[config.mk]
export PLATFORM = sky130hd
export DESIGN_NAME = keyed_dup_seq_fsm
export DESIGN_NICKNAME = d
export VERILOG_FILES = /design/src/rtl/keyed_dup_seq_fsm.sv
export SDC_FILE = /design/constraint.sdc
export NUM_CORES = 1
export LEC_CHECK = 0
export CORE_MARGIN = 10
export CORE_UTILIZATION = 39
export DETAILED_ROUTE_END_ITERATION = 6
export GPL_TIMING_DRIVEN = 0
export PLACE_DENSITY = 0.7
export SYNTH_ARGS = -nofsm -noshare
export SYNTH_HDL_FRONTEND = slang
export SYNTH_SLANG_ARGS = --single-unit
[constraint.sdc]
create_clock -name clk -period 2.74 [get_ports clk]
set_input_delay 0.548 -clock clk [delete_from_list [all_inputs] [get_ports clk]]
set_output_delay 0.548 -clock clk [all_outputs]
set_load 0.02 [all_outputs]
[src/rtl/keyed_dup_seq_fsm.sv]
// keyed_dup_seq_fsm: key-locked stage sequencer with genuine/decoy copies of every stage
// Ports: clk, rst (async, active-high); start (IDLE only) and adv (stage states only)
// step the sequence; key picks the genuine or decoy copy of the stage being entered;
// y is x rotated by stage index (inverted in decoy stages once corrupt); busy, done,
// in_decoy report the state; decoy_cnt counts decoy entries (saturating); corrupt
// flags decoy_cnt >= CORRUPT_AFTER.
module keyed_dup_seq_fsm #(
   parameter int KEY_W = 4,
   parameter logic [KEY_W-1:0] KEY_VAL = 4'b1010,
   parameter int DATA_W = 8,
   parameter int CORRUPT_AFTER = 5,
   parameter int CNT_W = 8
) (
   input  logic              clk,
   input  logic              rst,
   input  logic              start,
   input  logic              adv,
   input  logic [KEY_W-1:0]  key,
   input  logic [DATA_W-1:0] x,
   output logic [DATA_W-1:0] y,
   output logic              busy,
   output logic              done,
   output logic              in_decoy,
   output logic [CNT_W-1:0]  decoy_cnt,
   output logic              corrupt
);
   localparam int IW = (KEY_W > 1) ? $clog2(KEY_W) : 1;
   localparam logic [IW-1:0] LAST = IW'(KEY_W - 1);
   localparam logic [1:0] P_IDLE = 2'd0, P_STG = 2'd1, P_DONE = 2'd2;
   logic [1:0] ph_q, ph_d;
   logic [IW-1:0] idx_q, idx_d;
   logic dec_q, dec_d, ent;
   logic [2*DATA_W-1:0] dbl;
   always_ff @(posedge clk or posedge rst) begin
      if (rst) begin
         ph_q <= P_IDLE;
         idx_q <= '0;
         dec_q <= 1'b0;
         decoy_cnt <= '0;
      end else begin
         ph_q <= ph_d;
         idx_q <= idx_d;
         dec_q <= dec_d;
         if (ent && dec_d && decoy_cnt != '1)
            decoy_cnt <= decoy_cnt + 1'b1;
      end
   end
   // ent marks an edge that enters a stage; the key bit of that stage picks the copy
   always_comb begin
      ph_d = ph_q;
      idx_d = idx_q;
      dec_d = dec_q;
      ent = 1'b0;
      case (ph_q)
         P_IDLE: begin
            idx_d = '0;
            dec_d = 1'b0;
            if (start) begin
               ph_d = P_STG;
               ent = 1'b1;
            end
         end
         P_STG: begin
            if (idx_q > LAST) begin
               ph_d = P_IDLE;
               idx_d = '0;
               dec_d = 1'b0;
            end else if (adv && idx_q == LAST) begin
               ph_d = P_DONE;
               idx_d = '0;
               dec_d = 1'b0;
            end else if (adv) begin
               idx_d = idx_q + 1'b1;
               ent = 1'b1;
            end
         end
         default: begin
            ph_d = P_IDLE;
            idx_d = '0;
            dec_d = 1'b0;
         end
      endcase
      if (ent)
         dec_d = key[idx_d] != KEY_VAL[idx_d];
   end
   // rotate-left via a doubled word: the upper half of {x,x}<<s is x rotated by s
   always_comb begin
      dbl = {x, x} << (int'(idx_q) % DATA_W);
      busy = ph_q == P_STG;
      in_decoy = busy & dec_q;
      done = ph_q == P_DONE;
      corrupt = int'(decoy_cnt) >= CORRUPT_AFTER;
      y = busy ? dbl[2*DATA_W-1 -: DATA_W] ^ {DATA_W{in_decoy & corrupt}} : '0;
   end
endmodule

# Word-level counts from Yosys, hierarchy flattened
# Cells that the tools add are included.
# classes
mul,0
n_lt_le_gt_ge,3
n_mux,22
n_eq_ne,7
div_mod_pow,0
bitwise_logic,3
n_shift,1
add_sub_neg,2
n_reduce_logical,5
# op_table
op,n
16-bit by 2-bit << shifter with 16-bit output,1
2-bit 2-to-1 mux,7
1-bit 2-to-1 mux,10
"8-bit by 1-bit adder with 8-bit output, second input constant",1
"8-bit by 3-bit greater-or-equal comparator with 1-bit output, second input constant",1
8-bit 2-to-1 mux,1
"8-bit != test, second input constant",1
8-bit bitwise XOR,1
1-bit binary-select mux with 2-bit select,2
"2-bit == test, second input constant",2
2-bit case mux with 2 select lines,1
1-bit logical AND,3
"2-bit by 3-bit < comparator with 1-bit output, second input constant",1
"3-bit by 1-bit != test with 1-bit output, second input constant",1
"2-bit by 1-bit adder with 2-bit output, second input constant",1
1-bit bitwise AND,2
"2-bit by 1-bit == test with 1-bit output, second input constant",1
"2-bit > comparator, second input constant",1
2-bit zero test,1
"2-bit != test, second input constant",1
1-bit case mux with 2 select lines,1
2-bit AND reduction,1
1-bit != test,1
# word_totals
memories,0
mem_bits_rw,0
mem_bits_ro,0
out_inout_bits,20
latch_bits,0
input_bits,16
register_bits,13
elab_cells,47

# Depth between registers and ports, before layout
# Gate-level depths: netlist (run 1).
# logic_depth
depth_word,11
ltp_mapped,9
mapped_depth_nobuf,8

# Worst setup path after synthesis (run 1)
# OpenSTA, ideal clock, no wires.
# synth_timing
kind,reg-to-output
from,register decoy_cnt[0]
to,output port y[0]
path_buffers,1
path_stages_with_launch,9
path_slack_ns,0.113
arrival_ns,2.079
required_time_ns,2.192
path_cell_list,dfrtp_1 > inv_1 > ha_1 > inv_1 > o21ai_0 > nand3_1 > and2_1 > clkbuf_1 > mux2i_1
# synth_via
elab_chain_cells,4
# synth_lines
item,line_no,rtl
"start, declared",24,"output logic [CNT_W-1:0] decoy_cnt,"
"start signal, assigned",45,decoy_cnt <= decoy_cnt + 1'b1;
8-bit by 3-bit greater-or-equal comparator with 1-bit output,92,corrupt = int'(decoy_cnt) >= CORRUPT_AFTER;
named net corrupt,25,output logic corrupt
1-bit bitwise AND,93,y = busy ? dbl[2*DATA_W-1 -: DATA_W] ^ {DATA_W{in_decoy & corrupt}} : '0;
8-bit bitwise XOR,93,
8-bit 2-to-1 mux,93,
"end, declared",20,"output logic [DATA_W-1:0] y,"
# The timed path passes the listed nets, and every way through them passes these cells.

# Final worst setup path (run 1)
# layout_timing
from,register decoy_cnt[0]
to,output port y[4]
# layout_via
elab_chain_cells,4
# layout_lines
item,line_no
8-bit by 3-bit greater-or-equal comparator with 1-bit output,92
1-bit bitwise AND,93
8-bit bitwise XOR,93
8-bit 2-to-1 mux,93
# Every way passes these cells.

==> flow_summary.yaml, run 1 <==
detailed_routing:
  dr_total_vias: 944
  drt-vias-per-instance: 5.425
  firstDrtPassIters: 4
  drc: 0
  antenna_left: 0
  avgRoutedWirePerCell_um: 16.17
  route.final.wire_length_um: 2814
  drt_iter0_markers: 54
die:
  chipHeight_um: 73.02
  die-area_sq_um: 5331
  fp.dieW_um: 73.02
  core_sq_um: 2710
  start_util_pct: 40.44
  rows: 19
  design.portCount: 36
cts:
  cts_tree: "yes"
  cts_sinks: 13
  htreeDepth: 1
  clockBufferDepth: 2
  cts_inserted_buffers: 3
  path_clk_slew_ns: 0.08
  cts_hold_buffers: 0
  cts-root-buf: "clkbuf_4"
  insertion_delay_ns: 0.27
power:
  vdd_drop_max_v: 0.0008177
  p_sw_w: 0.0009100
  power.share.switching_pct: 48.72
  comb_power_share_pct: 75.2
  power.total_w: 0.001868
  clkPwrFrac_pct: 6.1
  pwr-share-seq_pct: 18.7
  power_density_nw_per_um2: 1254
  leakage_nw: 0.6125
  p_int_w: 0.0009578
cells_and_area:
  final_util_pct: 54.94
  layout-drive-gt1-share_pct: 23.08
  multiInputGateArea_sq_um: 724.4
  design_area_sq_um: 1489
  antennaDiodeCount: 0
  nets: 164
  fillers: 280
  area_delta_synth_final_pct: 35.84
  regArea_sq_um: 326.6
worst_setup_path:
  worstSetupPathType: "reg -> out"
  cp-start-kind: "flip-flop"
  path_cells: "inv_1 -> ha_1 -> inv_1 -> o21ai_0 -> nand3_1 -> and2_4 -> xnor2_1 -> nor2_1 -> clkdlybuf4s15_2"
  worstSetupEndpointType: "output port"
  crit_top_cell: "inv_1"
  critical_path_required_ns: 2.19
  cp.arrival_ns: 2.03
  critical-path-slowest-cell: "dfrtp_2"
  slowest_delay_ns: 0.44
  critPathMaxFanout: 8
yosys:
  synthTopCellsByArea: "dfrtp_1 (30%), mux4_2 (16%), xnor2_1 (11%), ha_1 (4.6%), nor2_1 (3.4%)"
  netlist.area_leader.share_pct: 29.68
  syn_avg_cell_area_sq_um: 10.54
  synth-edff-count: 0
  ys_ff_latch: 13
  syn_inst: 104
  yosysSeqAreaShare_pct: 29.68
  synth_nets: 124
  synth_area_sq_um: 1096
  ys_async_sr_fraction_pct: 100.0
  ys_warn_count: 0
  synth.distinct_cells: 37
  yosysTopAreaCell: "dfrtp_1"
  synth_ff_type: "dfrtp_1"
sta:
  post-route-period-util_pct: 94.10
  hold_viol_final: 0
  fmax_ghz: 0.3878
  relSlewSlack_pct: 67.54
  setup_viol: 0
  rsz0062_at_grt: "false"
  worstMarginPinSlew_ns: 0.4832
  period_minus_slack_ns: 2.578
  fin_ws_ns: 0.1616
  slew_viol_final: 0
  fin_worst_skew_ns: 0.004831
worst_hold_path:
  min_path_type: "reg -> reg"
global_routing:
  grt-ovfl-total: 0
  grt_pass1_wl_um: 4754
  grtUsageTotal_pct: 10.83
  antenna_found_initial: 0
  grt_pass1_vias: 998
  grt_max_degree: 14
placement:
  dp_hpwl_um: 2303
  place_ws_ns: -0.2845
  dpl_cell_area_sq_um: 1485
  routabilityCongestion: 0.7819
  io_buffers: 35
flow_run:
  cap_violations: 0
status:
  status: "finished clean"
## sequential cells by signal, indices dropped and copies added, names as in the netlist
signal	cells
dec_q	1
decoy_cnt	8
idx_q	2
ph_q	2
## path summary, 6_finish.rpt
check                                  start      endpoint  slack [ns]  depth (start not counted)
worst max-delay path            decoy_cnt[0]          y[4]        0.16                          9
worst min-delay path            decoy_cnt[6]  decoy_cnt[6]        0.53                          1
worst max register to register      idx_q[0]  decoy_cnt[7]        0.44                          8
worst min register to register  decoy_cnt[6]  decoy_cnt[6]        0.53                          1
max in group asynchronous                rst  decoy_cnt[0]        1.79                          2
min in group asynchronous                rst  decoy_cnt[3]        0.59                          2
## Yosys cell counts (4+ instances only)
library cell,count
mux4_2,8
inv_1,5
nor2_1,10
ha_1,4
and3_1,4
nor3_1,4
dfrtp_1,13
xnor2_1,14
nand2_1,6
## layer usage
layer | vias to the layer above | share of wire, % | GRT usage, %
met1 | 459 | 37 | 10.69
met2 | 31 | 50 | 18.82
met3 | 2 | 12 | 5.442
met4 | 0 | 0.68 | 4.219
met5 | - | 0 | 0
li1 | 452 | - | -
## power by group through the flow
stage               clock network, W  registers, W  logic [W]
detailed placement                 0      0.000351    0.00152
finish                      0.000115      0.000349    0.00140
global placement                   0      0.000346    0.00149
CTS                         0.000119      0.000348    0.00145
global route                0.000130      0.000362    0.00154
floorplan                          0      0.000381   0.000922
## critical path: cells and delay by family (launching register included)
kind	cells	cell delay [ns]
xor gates and xnor gates	1	0.13
and+or+nand+nor	3	0.48
buffers and inverters	3	0.40
DFF	1	0.44
AOI/OAI and AO/OA	1	0.15
adders and majority gates	1	0.15
## what timing repair did
action,4_1_cts,5_1_grt
buffers inserted,0,1
resized for setup,16,9
gates cloned,0,0
pin swaps,1,1
setup endpoints to repair,9,9
## cell usage in the layout (no fill, tap or decap), types with 3 or more instances in the layout
cell,count
dfrtp_1,12
xnor2_1,14
clkbuf_4,3
ha_1,4
nor3_1,4
clkbuf_2,6
and3_1,4
nor2_1,10
inv_1,5
mux4_2,8
clkdlybuf4s50_1,27
nand2_1,6
## final cells by class
| type | instances | share of cell area (%) |
|---|---|---|
| multi-input cells | 81 | 48.66 |
| repair buffers | 36 | 22.02 |
| flip-flops and latches | 13 | 21.93 |
| well taps | 31 | 2.605 |
| clock buffers | 4 | 1.765 |
| plain buffers | 3 | 1.513 |
| inverters | 6 | 1.513 |
## stage by stage
step / std cells / hold WS, ns / TNS (ns)
3_3_place_gp: 170 / 0.5052 / -1.447
4_1_cts: 173 / 0.5300 / 0
5_1_grt: 174 / 0.5609 / 0
3_5_place_dp: 170 / 0.5166 / -1.883
6_report: 174 / 0.5283 / 0
2_1_floorplan: 104 / 0.4250 / 0
## logic make-up after synthesis
logic type | synth area share (%)
multiplexers | 17.35
buffers and inverters | 4.451
flip-flops | 29.68
AND/OR/NAND/NOR | 23.06
XOR/XNOR | 11.19
adder cells (fa/ha/maj) | 4.566
AO/OA/AOI/OAI | 9.704
No activity file was read; power rests on OpenSTA's default activity.
==> run 2: changes to the inputs <==
--- a/config.mk
+++ b/config.mk
@@ -5,6 +5,7 @@
 export SDC_FILE = /design/constraint.sdc
 export NUM_CORES = 1
 export LEC_CHECK = 0
+export CAP_MARGIN = 20
 export CORE_MARGIN = 10
 export CORE_UTILIZATION = 39
 export DETAILED_ROUTE_END_ITERATION = 6
==> results of run 2 <==
Same layout as run 1: the final DEF is identical, and so are final timing and power.
==> run 3: changes to the inputs <==
--- a/config.mk
+++ b/config.mk
@@ -9,6 +9,7 @@
 export CORE_MARGIN = 10
 export CORE_UTILIZATION = 39
 export DETAILED_ROUTE_END_ITERATION = 6
+export GPL_ROUTABILITY_DRIVEN = 0
 export GPL_TIMING_DRIVEN = 0
 export PLACE_DENSITY = 0.7
 export SYNTH_ARGS = -nofsm -noshare
==> results of run 3 <==
Same layout as run 1: the final DEF is identical, and so are final timing and power.
